[src/rtl/alarm_set.sv]
`default_nettype none
// +--------------------------------------------------------------------+
// | Module   : alarm_set                                               |
// | Brief    : Push-button alarm-time entry. Buttons are synchronised  |
// |            and edge-detected; a three-state edit FSM edits a       |
// |            shadow time (with hold-to-repeat and inactivity         |
// |            timeout) and commits it when editing completes.         |
// | Revision : 1.0 - initial release                                   |
// +--------------------------------------------------------------------+
module alarm_set #(
  parameter int HOLD_CYC    = 8,   // must be >= RPT_CYC
  parameter int RPT_CYC     = 4,
  parameter int TIMEOUT_CYC = 64
) (
  input  logic       clk,
  input  logic       rst,
  input  logic       btn_mode,
  input  logic       btn_up,
  input  logic       btn_down,
  output logic [1:0] hr1,
  output logic [3:0] hr0,
  output logic [2:0] min1,
  output logic [3:0] min0,
  output logic [1:0] d_hr1,
  output logic [3:0] d_hr0,
  output logic [2:0] d_min1,
  output logic [3:0] d_min0,
  output logic [1:0] state
);

  localparam int HW = $clog2(HOLD_CYC + 1);
  localparam int TW = $clog2(TIMEOUT_CYC + 1);
  localparam logic [HW-1:0] C_HOLD    = HW'(HOLD_CYC);
  // Reloading here makes the next repeat fire RPT_CYC cycles later
  localparam logic [HW-1:0] C_RELOAD  = HW'(HOLD_CYC - RPT_CYC + 1);
  localparam logic [TW-1:0] C_TO_LAST = TW'(TIMEOUT_CYC - 1);

  typedef enum logic [1:0] {
    S_IDLE    = 2'b00,
    S_SET_HR  = 2'b01,
    S_SET_MIN = 2'b10,
    S_BAD     = 2'b11
  } state_t;

  state_t        state_q;
  logic [TW-1:0] to_q;

  // bit 0 = mode, bit 1 = up, bit 2 = down
  logic [2:0] sync1_q, sync2_q, edge_q;
  logic [2:0] w_pulse;
  logic [1:0] w_rep;

  logic [1:0] hr1_q, sh_hr1_q, sh_hr1_d;
  logic [3:0] hr0_q, sh_hr0_q, sh_hr0_d;
  logic [2:0] min1_q, sh_min1_q, sh_min1_d;
  logic [3:0] min0_q, sh_min0_q, sh_min0_d;

  logic w_edit, w_mode, w_up, w_dn, w_timeout, w_leave;

  // Two-flop synchroniser plus a delayed copy for rising-edge detection
  always_ff @(posedge clk or posedge rst) begin
    if (rst) begin
      sync1_q <= '0;
      sync2_q <= '0;
      edge_q  <= '0;
    end else begin
      sync1_q <= {btn_down, btn_up, btn_mode};
      sync2_q <= sync1_q;
      edge_q  <= sync2_q;
    end
  end

  assign w_pulse = sync2_q & ~edge_q;

  assign w_edit    = (state_q == S_SET_HR) || (state_q == S_SET_MIN);
  assign w_mode    = w_pulse[0];
  assign w_up      = w_pulse[1] | w_rep[0];
  assign w_dn      = w_pulse[2] | w_rep[1];
  assign w_timeout = w_edit && !w_mode && !w_up && !w_dn && (to_q == C_TO_LAST);
  // Any state change this cycle: hold timers must restart from scratch
  assign w_leave   = w_mode || w_timeout || (state_q == S_BAD);

  for (genvar gi = 0; gi < 2; gi++) begin : g_hold
    logic [HW-1:0] hold_q;

    // Per-step-button hold timer: counts from the first step, fires repeats
    always_ff @(posedge clk or posedge rst) begin
      if (rst) begin
        hold_q <= '0;
      end else if (!w_edit || w_leave || !sync2_q[gi+1]) begin
        hold_q <= '0;
      end else if (w_pulse[gi+1]) begin
        hold_q <= HW'(1);
      end else if (hold_q == C_HOLD) begin
        hold_q <= C_RELOAD;
      end else if (hold_q != '0) begin
        hold_q <= hold_q + HW'(1);
      end
    end

    assign w_rep[gi] = w_edit && sync2_q[gi+1] && (hold_q == C_HOLD);
  end

  // Next shadow value: BCD mod-24 hour or mod-60 minute step, no carry between
  always_comb begin
    sh_hr1_d  = sh_hr1_q;
    sh_hr0_d  = sh_hr0_q;
    sh_min1_d = sh_min1_q;
    sh_min0_d = sh_min0_q;
    if (w_up && !w_dn) begin
      if (state_q == S_SET_HR) begin
        if (sh_hr1_q == 2'd2 && sh_hr0_q == 4'd3) begin
          sh_hr1_d = 2'd0;
          sh_hr0_d = 4'd0;
        end else if (sh_hr0_q == 4'd9) begin
          sh_hr1_d = sh_hr1_q + 2'd1;
          sh_hr0_d = 4'd0;
        end else begin
          sh_hr0_d = sh_hr0_q + 4'd1;
        end
      end else if (state_q == S_SET_MIN) begin
        if (sh_min0_q == 4'd9) begin
          sh_min0_d = 4'd0;
          sh_min1_d = (sh_min1_q == 3'd5) ? 3'd0 : sh_min1_q + 3'd1;
        end else begin
          sh_min0_d = sh_min0_q + 4'd1;
        end
      end
    end else if (w_dn && !w_up) begin
      if (state_q == S_SET_HR) begin
        if (sh_hr1_q == 2'd0 && sh_hr0_q == 4'd0) begin
          sh_hr1_d = 2'd2;
          sh_hr0_d = 4'd3;
        end else if (sh_hr0_q == 4'd0) begin
          sh_hr1_d = sh_hr1_q - 2'd1;
          sh_hr0_d = 4'd9;
        end else begin
          sh_hr0_d = sh_hr0_q - 4'd1;
        end
      end else if (state_q == S_SET_MIN) begin
        if (sh_min0_q == 4'd0) begin
          sh_min0_d = 4'd9;
          sh_min1_d = (sh_min1_q == 3'd0) ? 3'd5 : sh_min1_q - 3'd1;
        end else begin
          sh_min0_d = sh_min0_q - 4'd1;
        end
      end
    end
  end

  // Edit FSM: mode transitions, timeout, shadow load/update and commit
  always_ff @(posedge clk or posedge rst) begin
    if (rst) begin
      state_q   <= S_IDLE;
      to_q      <= '0;
      hr1_q     <= 2'd0;
      hr0_q     <= 4'd7;
      min1_q    <= 3'd0;
      min0_q    <= 4'd0;
      sh_hr1_q  <= 2'd0;
      sh_hr0_q  <= 4'd7;
      sh_min1_q <= 3'd0;
      sh_min0_q <= 4'd0;
    end else begin
      case (state_q)
        S_IDLE: begin
          to_q <= '0;
          if (w_mode) begin
            state_q   <= S_SET_HR;
            sh_hr1_q  <= hr1_q;
            sh_hr0_q  <= hr0_q;
            sh_min1_q <= min1_q;
            sh_min0_q <= min0_q;
          end
        end
        S_SET_HR: begin
          if (w_mode) begin
            state_q <= S_SET_MIN;
            to_q    <= '0;
          end else if (w_timeout) begin
            state_q <= S_IDLE;
            to_q    <= '0;
          end else begin
            sh_hr1_q <= sh_hr1_d;
            sh_hr0_q <= sh_hr0_d;
            to_q     <= (w_up || w_dn) ? '0 : to_q + TW'(1);
          end
        end
        S_SET_MIN: begin
          if (w_mode) begin
            state_q <= S_IDLE;
            to_q    <= '0;
            hr1_q   <= sh_hr1_q;
            hr0_q   <= sh_hr0_q;
            min1_q  <= sh_min1_q;
            min0_q  <= sh_min0_q;
          end else if (w_timeout) begin
            state_q <= S_IDLE;
            to_q    <= '0;
          end else begin
            sh_min1_q <= sh_min1_d;
            sh_min0_q <= sh_min0_d;
            to_q      <= (w_up || w_dn) ? '0 : to_q + TW'(1);
          end
        end
        default: begin
          state_q <= S_IDLE;
          to_q    <= '0;
        end
      endcase
    end
  end

  assign state  = state_q;
  assign hr1    = hr1_q;
  assign hr0    = hr0_q;
  assign min1   = min1_q;
  assign min0   = min0_q;
  assign d_hr1  = (state_q == S_IDLE) ? hr1_q  : sh_hr1_q;
  assign d_hr0  = (state_q == S_IDLE) ? hr0_q  : sh_hr0_q;
  assign d_min1 = (state_q == S_IDLE) ? min1_q : sh_min1_q;
  assign d_min0 = (state_q == S_IDLE) ? min0_q : sh_min0_q;

endmodule
`default_nettype wire

[config.mk]
export PLATFORM = sky130hd
export DESIGN_NAME = alarm_set
export DESIGN_NICKNAME = d
export VERILOG_FILES = /design/src/rtl/alarm_set.sv
export SDC_FILE = /design/constraint.sdc
export NUM_CORES = 1
export LEC_CHECK = 0
export ABC_AREA = 1
export CAP_MARGIN = 30
export CORE_MARGIN = 2
export CORE_UTILIZATION = 30
export DETAILED_ROUTE_END_ITERATION = 8
export GPL_ROUTABILITY_DRIVEN = 0
export REMOVE_ABC_BUFFERS = 1
export SETUP_SLACK_MARGIN = 0.4
export SYNTH_ARGS = -nofsm -noshare
export SYNTH_HDL_FRONTEND = slang
export SYNTH_SLANG_ARGS = --single-unit
export TNS_END_PERCENT = 100
[constraint.sdc]
create_clock -name clk -period 1.7 [get_ports clk]
set_input_delay 0.51 -clock clk [delete_from_list [all_inputs] [get_ports clk]]
set_output_delay 0.51 -clock clk [all_outputs]
set_load 0.005 [all_outputs]
* Word level (Yosys, flattened, before mapping)
Cells that the tools add are included.
** Operators by class
- Add/sub/neg operators :: 11
- Equality and inequality tests :: 24
- Mux-type cells :: 63
- Bitwise operators :: 4
- Reduce and logical (&&, ||, !) cells :: 42
** Operators with widths (number)
- 4-bit two-way mux :: 28
- 3-bit two-way mux :: 12
- 2-bit two-way mux :: 14
- 7-bit two-way mux :: 4
- 4-bit by 1-bit adder with 4-bit output (second input constant) :: 4
- 4-bit == test (second input constant) :: 4
- 4-bit one-hot mux with 2 select lines :: 2
- 4-bit nonzero test :: 4
- 7-bit AND reduction :: 2
- 1-bit logical AND :: 12
- 2-bit != test (second input constant) :: 5
- 3-bit by 1-bit != test with 1-bit output (second input constant) :: 3
- 9-bit AND reduction :: 1
- 4-bit logical NOT :: 2
- 4-bit by 1-bit subtractor with 4-bit output (second input constant) :: 2
- 7-bit by 1-bit adder with 7-bit output (second input constant) :: 1
- 7-bit by 6-bit == test with 1-bit output (second input constant) :: 1
- 1-bit logical OR :: 7
- 2-bit == test (second input constant) :: 3
- 1-bit logical NOT :: 6
- 3-bit != test (second input constant) :: 2
- 2-bit one-hot mux with 3 select lines :: 1
- 3-bit one-hot mux with 2 select lines :: 1
- 5-bit AND reduction :: 1
- 19 further kinds :: 22
** Word-level totals
- Register bits :: 52
- Input port bits :: 5
- Output and inout port bits :: 28
- Logic and storage cells :: 159

* Longest topological paths before layout
Gate-level depths: netlist (run 1).
- Depth in word-level cells :: 14
- Mapped depth :: 15
- Mapped depth without buffers :: 15

* Least setup slack after synthesis (run 1)
OpenSTA, ideal clock, no wires.
- Path type :: register to register
- Start point :: register state_q[0], in the netlist state[0]
- End point :: register sh_hr1_q[0]
- Library setup time :: 0.116 ns
- Data arrival time :: 1.732 ns
- Data required time :: 1.584 ns
- Slack :: -0.148 ns
- Stages on the path, launching flop included :: 14
- Path buffers :: 1
- Period minus slack after synthesis :: 1.848 ns
- Path through :: dfrtp_1 inv_1 ha_1 nand2_1 inv_2 a21oi_4 nand2_4 buf_6 nand3_2 nand2_1 nor2_2 nand2_1 nand2_1 nand2_1
** Between the ends
- Word-level cells in the longest chain between the ends :: 11
- Elaborated cells between the ends (all ways) :: 30
- Classes of those cells :: 8 x eq/ne; 4 x mux; 2 x bitwise; 16 x reduce/logical
** Ends and longest elaborated chain
- start: declaration :: RTL line 45 : state_t state_q;
- start signal: assignment :: RTL line 154 : state_q <= S_IDLE;
- start signal: assignment :: RTL line 169 : state_q <= S_SET_HR;
- start signal: assignment :: RTL line 178 : state_q <= S_SET_MIN;
- 2-bit by 1-bit == test with 1-bit output or 2-bit == test (tied branches)
- 1-bit logical OR :: RTL line 75 : assign w_edit = (state_q == S_SET_HR) || (state_q == S_SET_MIN);
- 1-bit logical AND (2 in a row) :: RTL line 101 : assign w_rep[gi] = w_edit && sync2_q[gi+1] && (hold_q == C_HOLD);
- 1-bit bitwise OR (on tied branches) :: RTL line 78, 77
- 1-bit logical NOT (on tied branches) :: RTL line 79, 110, 129
- 1-bit logical AND (on tied branches) :: RTL line 110, 79
- 2-bit two-way mux or 1-bit logical AND (tied branches) :: RTL line 110, 79
- 2-bit two-way mux or 1-bit logical AND (tied branches) :: RTL line 180, 79
- 2-bit two-way mux or 2-bit != test (tied branches)
- 2-bit one-hot mux with 2 select lines or 7-bit AND reduction (tied branches)
- end signal: assignment :: RTL line 170 : sh_hr1_q <= hr1_q;
- end signal: assignment :: RTL line 184 : sh_hr1_q <= sh_hr1_d;
- end: declaration :: RTL line 53 : logic [1:0] hr1_q, sh_hr1_q, sh_hr1_d;
Several ways; a longest one is shown, not always the timed one. The select of a mux whose other input is x is not followed.
A chain may end at the register's enable or synchronous reset.

* Worst setup path after layout (run 1)
- Start point :: register g_hold[0].hold_q[0]
- End point :: register sh_hr1_q[1]
** Between the ends
- Word-level cells in the longest chain between the ends :: 9
- Elaborated cells between the ends (all ways) :: 18
- Classes of those cells :: 5 x eq/ne; 4 x mux; 1 x bitwise; 8 x reduce/logical
** Ends and longest elaborated chain
- start: declaration :: RTL line 84 : logic [HW-1:0] hold_q;
- start signal: assignment :: RTL line 97 : hold_q <= hold_q + HW'(1);
- 4-bit == test (*) :: RTL line 101
- 1-bit logical AND (*) :: RTL line 101
- 1-bit bitwise OR (*) :: RTL line 77 : assign w_up = w_pulse[1] | w_rep[0];
- 1-bit logical NOT :: RTL line 79, 129
- 1-bit logical AND (3 in a row) :: RTL line 79 : assign w_timeout = w_edit && !w_mode && !w_up && !w_dn && (to_q == C_TO_LAST);
- 2-bit != test (no line)
- 7-bit AND reduction (no line)
Mark *: on every way between the ends. The rest lies on a longest branch, timed or not. The select of a mux whose other input is x is not followed.

==> results of run 1 <==
==> worst register-to-register path, cell delays in order, from the launching register on <==
cell and delay, ns:
sky130_fd_sc_hd__dfrtp_1 0.41, sky130_fd_sc_hd__inv_2 0.08, sky130_fd_sc_hd__ha_4 0.15, sky130_fd_sc_hd__nand2_4 0.05, sky130_fd_sc_hd__nor2_4 0.12, sky130_fd_sc_hd__buf_6 0.11, sky130_fd_sc_hd__a21boi_4 0.07, sky130_fd_sc_hd__buf_6 0.14
sky130_fd_sc_hd__nor2_4 0.18, sky130_fd_sc_hd__nor2_4 0.08, sky130_fd_sc_hd__nand2_2 0.06, sky130_fd_sc_hd__nand2_2 0.06, sky130_fd_sc_hd__nor2_4 0.12, sky130_fd_sc_hd__nand2_2 0.09, sky130_fd_sc_hd__nand2_2 0.06, sky130_fd_sc_hd__nand2_1 0.05
==> through the flow <==
step	TNS (ns)	cells	hold slack (ns)	util [%]
finish	-6.97	733	0.356	50.4
CTS	-4.19	717	0.361	47.8
global placement	-6.27	674	0.335	40.0
global route	-10.87	733	0.364	50.4
detailed placement	-6.72	674	0.338	40.0
floorplan	-6.37	432	0.331	-
==> report_power, final <==
part           leakage [nW]  switching (mW)  internal, mW  total [mW]
sequential            0.675           0.183          1.52        1.70
combinational          1.92            2.76          2.49        5.25
clock                0.0510           0.413         0.326       0.739
total                  2.65            3.36          4.33        7.69
==> worst paths after layout <==
kind	end	slack, ns	cells past startpoint
min in group asynchronous	g_hold[1].hold_q[3]	0.56	3
worst max-delay path	sh_hr1_q[1]	-0.23	15
worst min-delay path	sync2_q[2]	0.36	0
worst min register to register	sync2_q[2]	0.36	0
max in group asynchronous	sh_hr0_q[0]	0.83	3
worst max register to register	sh_hr1_q[1]	-0.23	15
==> kinds of logic after synthesis <==
group / count (synthesis) / synth area share, %
adder cells (fa/ha/maj): 16 / 6.03
buffers and inverters: 61 / 7.16
AO/OA/AOI/OAI: 69 / 11.8
flip-flops: 52 / 39.4
AND/OR/NAND/NOR: 239 / 33.9
XOR/XNOR: 6 / 1.58
==> registers in the layout, summed over array words and instances, names as in the netlist <==
register / count
min1: 3
sh_hr1_q: 2
sh_min0_q: 4
min0: 4
sh_min1_q: 3
g_hold.hold_q: 8
sync1_q: 3
sh_hr0_q: 4
state: 2
edge_q: 3
sync2_q: 3
to_q: 7
hr1: 2
hr0: 4
==> routing by layer <==
| layer | up-vias | track usage, % | routed length (um) |
|---|---|---|---|
| met5 | - | 0 | 0 |
| met4 | 0 | 4.61 | 170 |
| met3 | 16 | 2.03 | 496 |
| met2 | 84 | 30.2 | 5260 |
| met1 | 1707 | 22.3 | 4350 |
| li1 | 1745 | - | - |
==> cells in the final DEF, fill, tap and decap left out, types with 10 or more instances in the layout <==
master	synthesis	routed
sky130_fd_sc_hd__nor2_4	3	11
sky130_fd_sc_hd__o21ai_0	42	13
sky130_fd_sc_hd__buf_4	0	76
sky130_fd_sc_hd__nand3_1	35	28
sky130_fd_sc_hd__buf_2	1	17
sky130_fd_sc_hd__nor2_1	26	20
sky130_fd_sc_hd__inv_2	7	14
sky130_fd_sc_hd__dfrtp_1	46	46
sky130_fd_sc_hd__o21ai_2	0	10
sky130_fd_sc_hd__buf_6	1	43
sky130_fd_sc_hd__nor2_2	12	10
sky130_fd_sc_hd__nand2_4	6	18
sky130_fd_sc_hd__nand2_1	130	87
sky130_fd_sc_hd__o21ai_1	6	25
sky130_fd_sc_hd__ha_1	16	12
sky130_fd_sc_hd__inv_1	43	35
sky130_fd_sc_hd__nand2_2	6	34
==> what timing repair did <==
action | 4_1_cts | 5_1_grt
buffers inserted | 32 | 14
hold endpoints to repair | 0 | 0
pin swaps | 40 | 41
resized for setup | 253 | 62
endpoints found under the setup margin | 71 | 71
gates cloned | 3 | 2
==> cell type report <==
cell class | instances | area (um^2)
clock buffer | 6 | 82.6
sequential | 52 | 1310
inverter | 50 | 190
multi-input combinational | 330 | 2260
fill | 960 | 5350
tap | 140 | 175
timing repair buffer | 153 | 1420
clock inverter | 2 | 10.0
==> results_dict.tcl, run 1 <==
set metrics [dict create \
    cp_data_required_time_ns 1.90 \
    layout-drive-gt1-share_pct 49.6 \
    cp-end-kind "register" \
    critical_path_arrival_ns 2.13 \
    die_h_um 109 \
    grt_start_max_net_pins 53 \
    timing.final.setup_violations 42 \
    cts-htree-levels 2 \
    final.period_utilization_pct 114 \
    synth_flop_cell "sky130_fd_sc_hd__dfrtp_1" \
    tightestPinTransition_ns 0.519 \
    maxSlewHeadroom_pct 65.4 \
    fin_total_pwr_mw 7.69 \
    synthToLayoutAreaGrowth_pct 64.1 \
    pwr_density_cell_nw_per_um2 1410 \
    failing_checks "setup timing" \
    synth.top_cells.by_count "sky130_fd_sc_hd__nand2_1 (130), sky130_fd_sc_hd__dfrtp_1 (46), sky130_fd_sc_hd__inv_1 (43), sky130_fd_sc_hd__o21ai_0 (42), sky130_fd_sc_hd__nand3_1 (35)" \
    postSynthAreaPerCell_um2 7.49 \
    tritoncts "built" \
    num_vias 3552 \
    synth.yosys.seq_area_share_pct 39.4 \
    cts_inserted_buffers 5 \
    criticalPathCategory "reg2reg" \
    total_standard_cell_area_after_synthesis_um2 3320 \
    place.port_buffers 32 \
    max-vdd-ir-drop_uv 789 \
    post-synth-top-area-cell "sky130_fd_sc_hd__dfrtp_1" \
    number_of_global_route_vias_before_repair 3579 \
    yosys.area.top_type_share_pct 34.7 \
    slew_violations 0 \
    timing_hold_violations_final 0 \
    place_area_um2 4310 \
    synth.area.top_cells "sky130_fd_sc_hd__dfrtp_1 (35%), sky130_fd_sc_hd__nand2_1 (15%), sky130_fd_sc_hd__o21ai_0 (6.3%)" \
    ys_types 33 \
    clkSlewWorstSetupHoldPaths_ns 0.09 \
    dieArea_um2 11900 \
    timing.critical_path.buf_inv 3 \
    detail_route.iter0.violations 140 \
    critPathSlowestCell "sky130_fd_sc_hd__dfrtp_1" \
    synth_most_common_cell "sky130_fd_sc_hd__nand2_1" \
    postLayoutSetupSlackWorst_ns -0.230 \
    die_w_um 109 \
    detail_route.first_pass.iterations 5 \
    worst_clock_skew_ns 0.00511 \
    wl_per_instance_um 14.0 \
    timing.hold.worst.class "reg2reg" \
    cts_hold_buffers 0 \
    syn_inst 443 \
    synth-async-reset-ratio_pct 100 \
    hpwl_um 6060 \
    clk_latency_ns 0.30 \
    cp_top_family "simple AND/OR/NAND/NOR gates" \
    timing.fmax_mhz 518 \
    cts_root_buf "sky130_fd_sc_hd__clkbuf_8" \
    ys.warnings.count 0 \
    max_cap_violations 0 \
    worstPathCellList "inv_2 > ha_4 > nand2_4 > nor2_4 > buf_6 > a21boi_4 > buf_6 > nor2_4 > nor2_4 > nand2_2 > nand2_2 > nor2_4 > nand2_2 > nand2_2 > nand2_1" \
    leakage_nw 2.65 \
    row_count 38 \
    num-nets-final 613 \
    status "complete, but fails checks" \
    post_drt_via_cell_ratio 4.85 \
    synth.ff_latch_count 52 \
    grt_first_pass_wirelength_um 16500 \
    cts.sinks 52 \
    antenna_found_initial 0 \
    initial_util_pct 30.7 \
    place_worst_setup_slack_ns -0.330 \
    critical_path.max_fanout 3 \
    antennaDiodeCount 0 \
    final_cell_area_um2 5440 \
    pin_count 33 \
    drt_wl_total_um 10300 \
    synth_enable_flop_cells 0 \
    worstReg2RegStart "g_hold[0].hold_q[0]" \
    globalRouteTotalUtil_pct 17.2 \
    design.core.area_um2 10800 \
    cts_max_path_buffers 2 \
    worst_setup_path_startpoint "g_hold[0].hold_q[0]" \
    rsz_0062_raised_after_global_routing "yes" \
    timing.hold.worst.start "sync1_q[2]" \
    max_stage_delay_ns 0.41 \
    min_period_ns 1.93 \
    drt_drc_violations_left 0 \
    crit_path_start_kind "register" \
    grt-ovfl-total 0 \
    drtAntennaViolNets 0 \
]
(Power assumes the default switching activity.)
==> run 2, diff against run 1 <==
Settings changed: SLEW_MARGIN from default to 5.
==> results of run 2 <==
The final DEF is identical to that of run 1; final timing and power are the same.
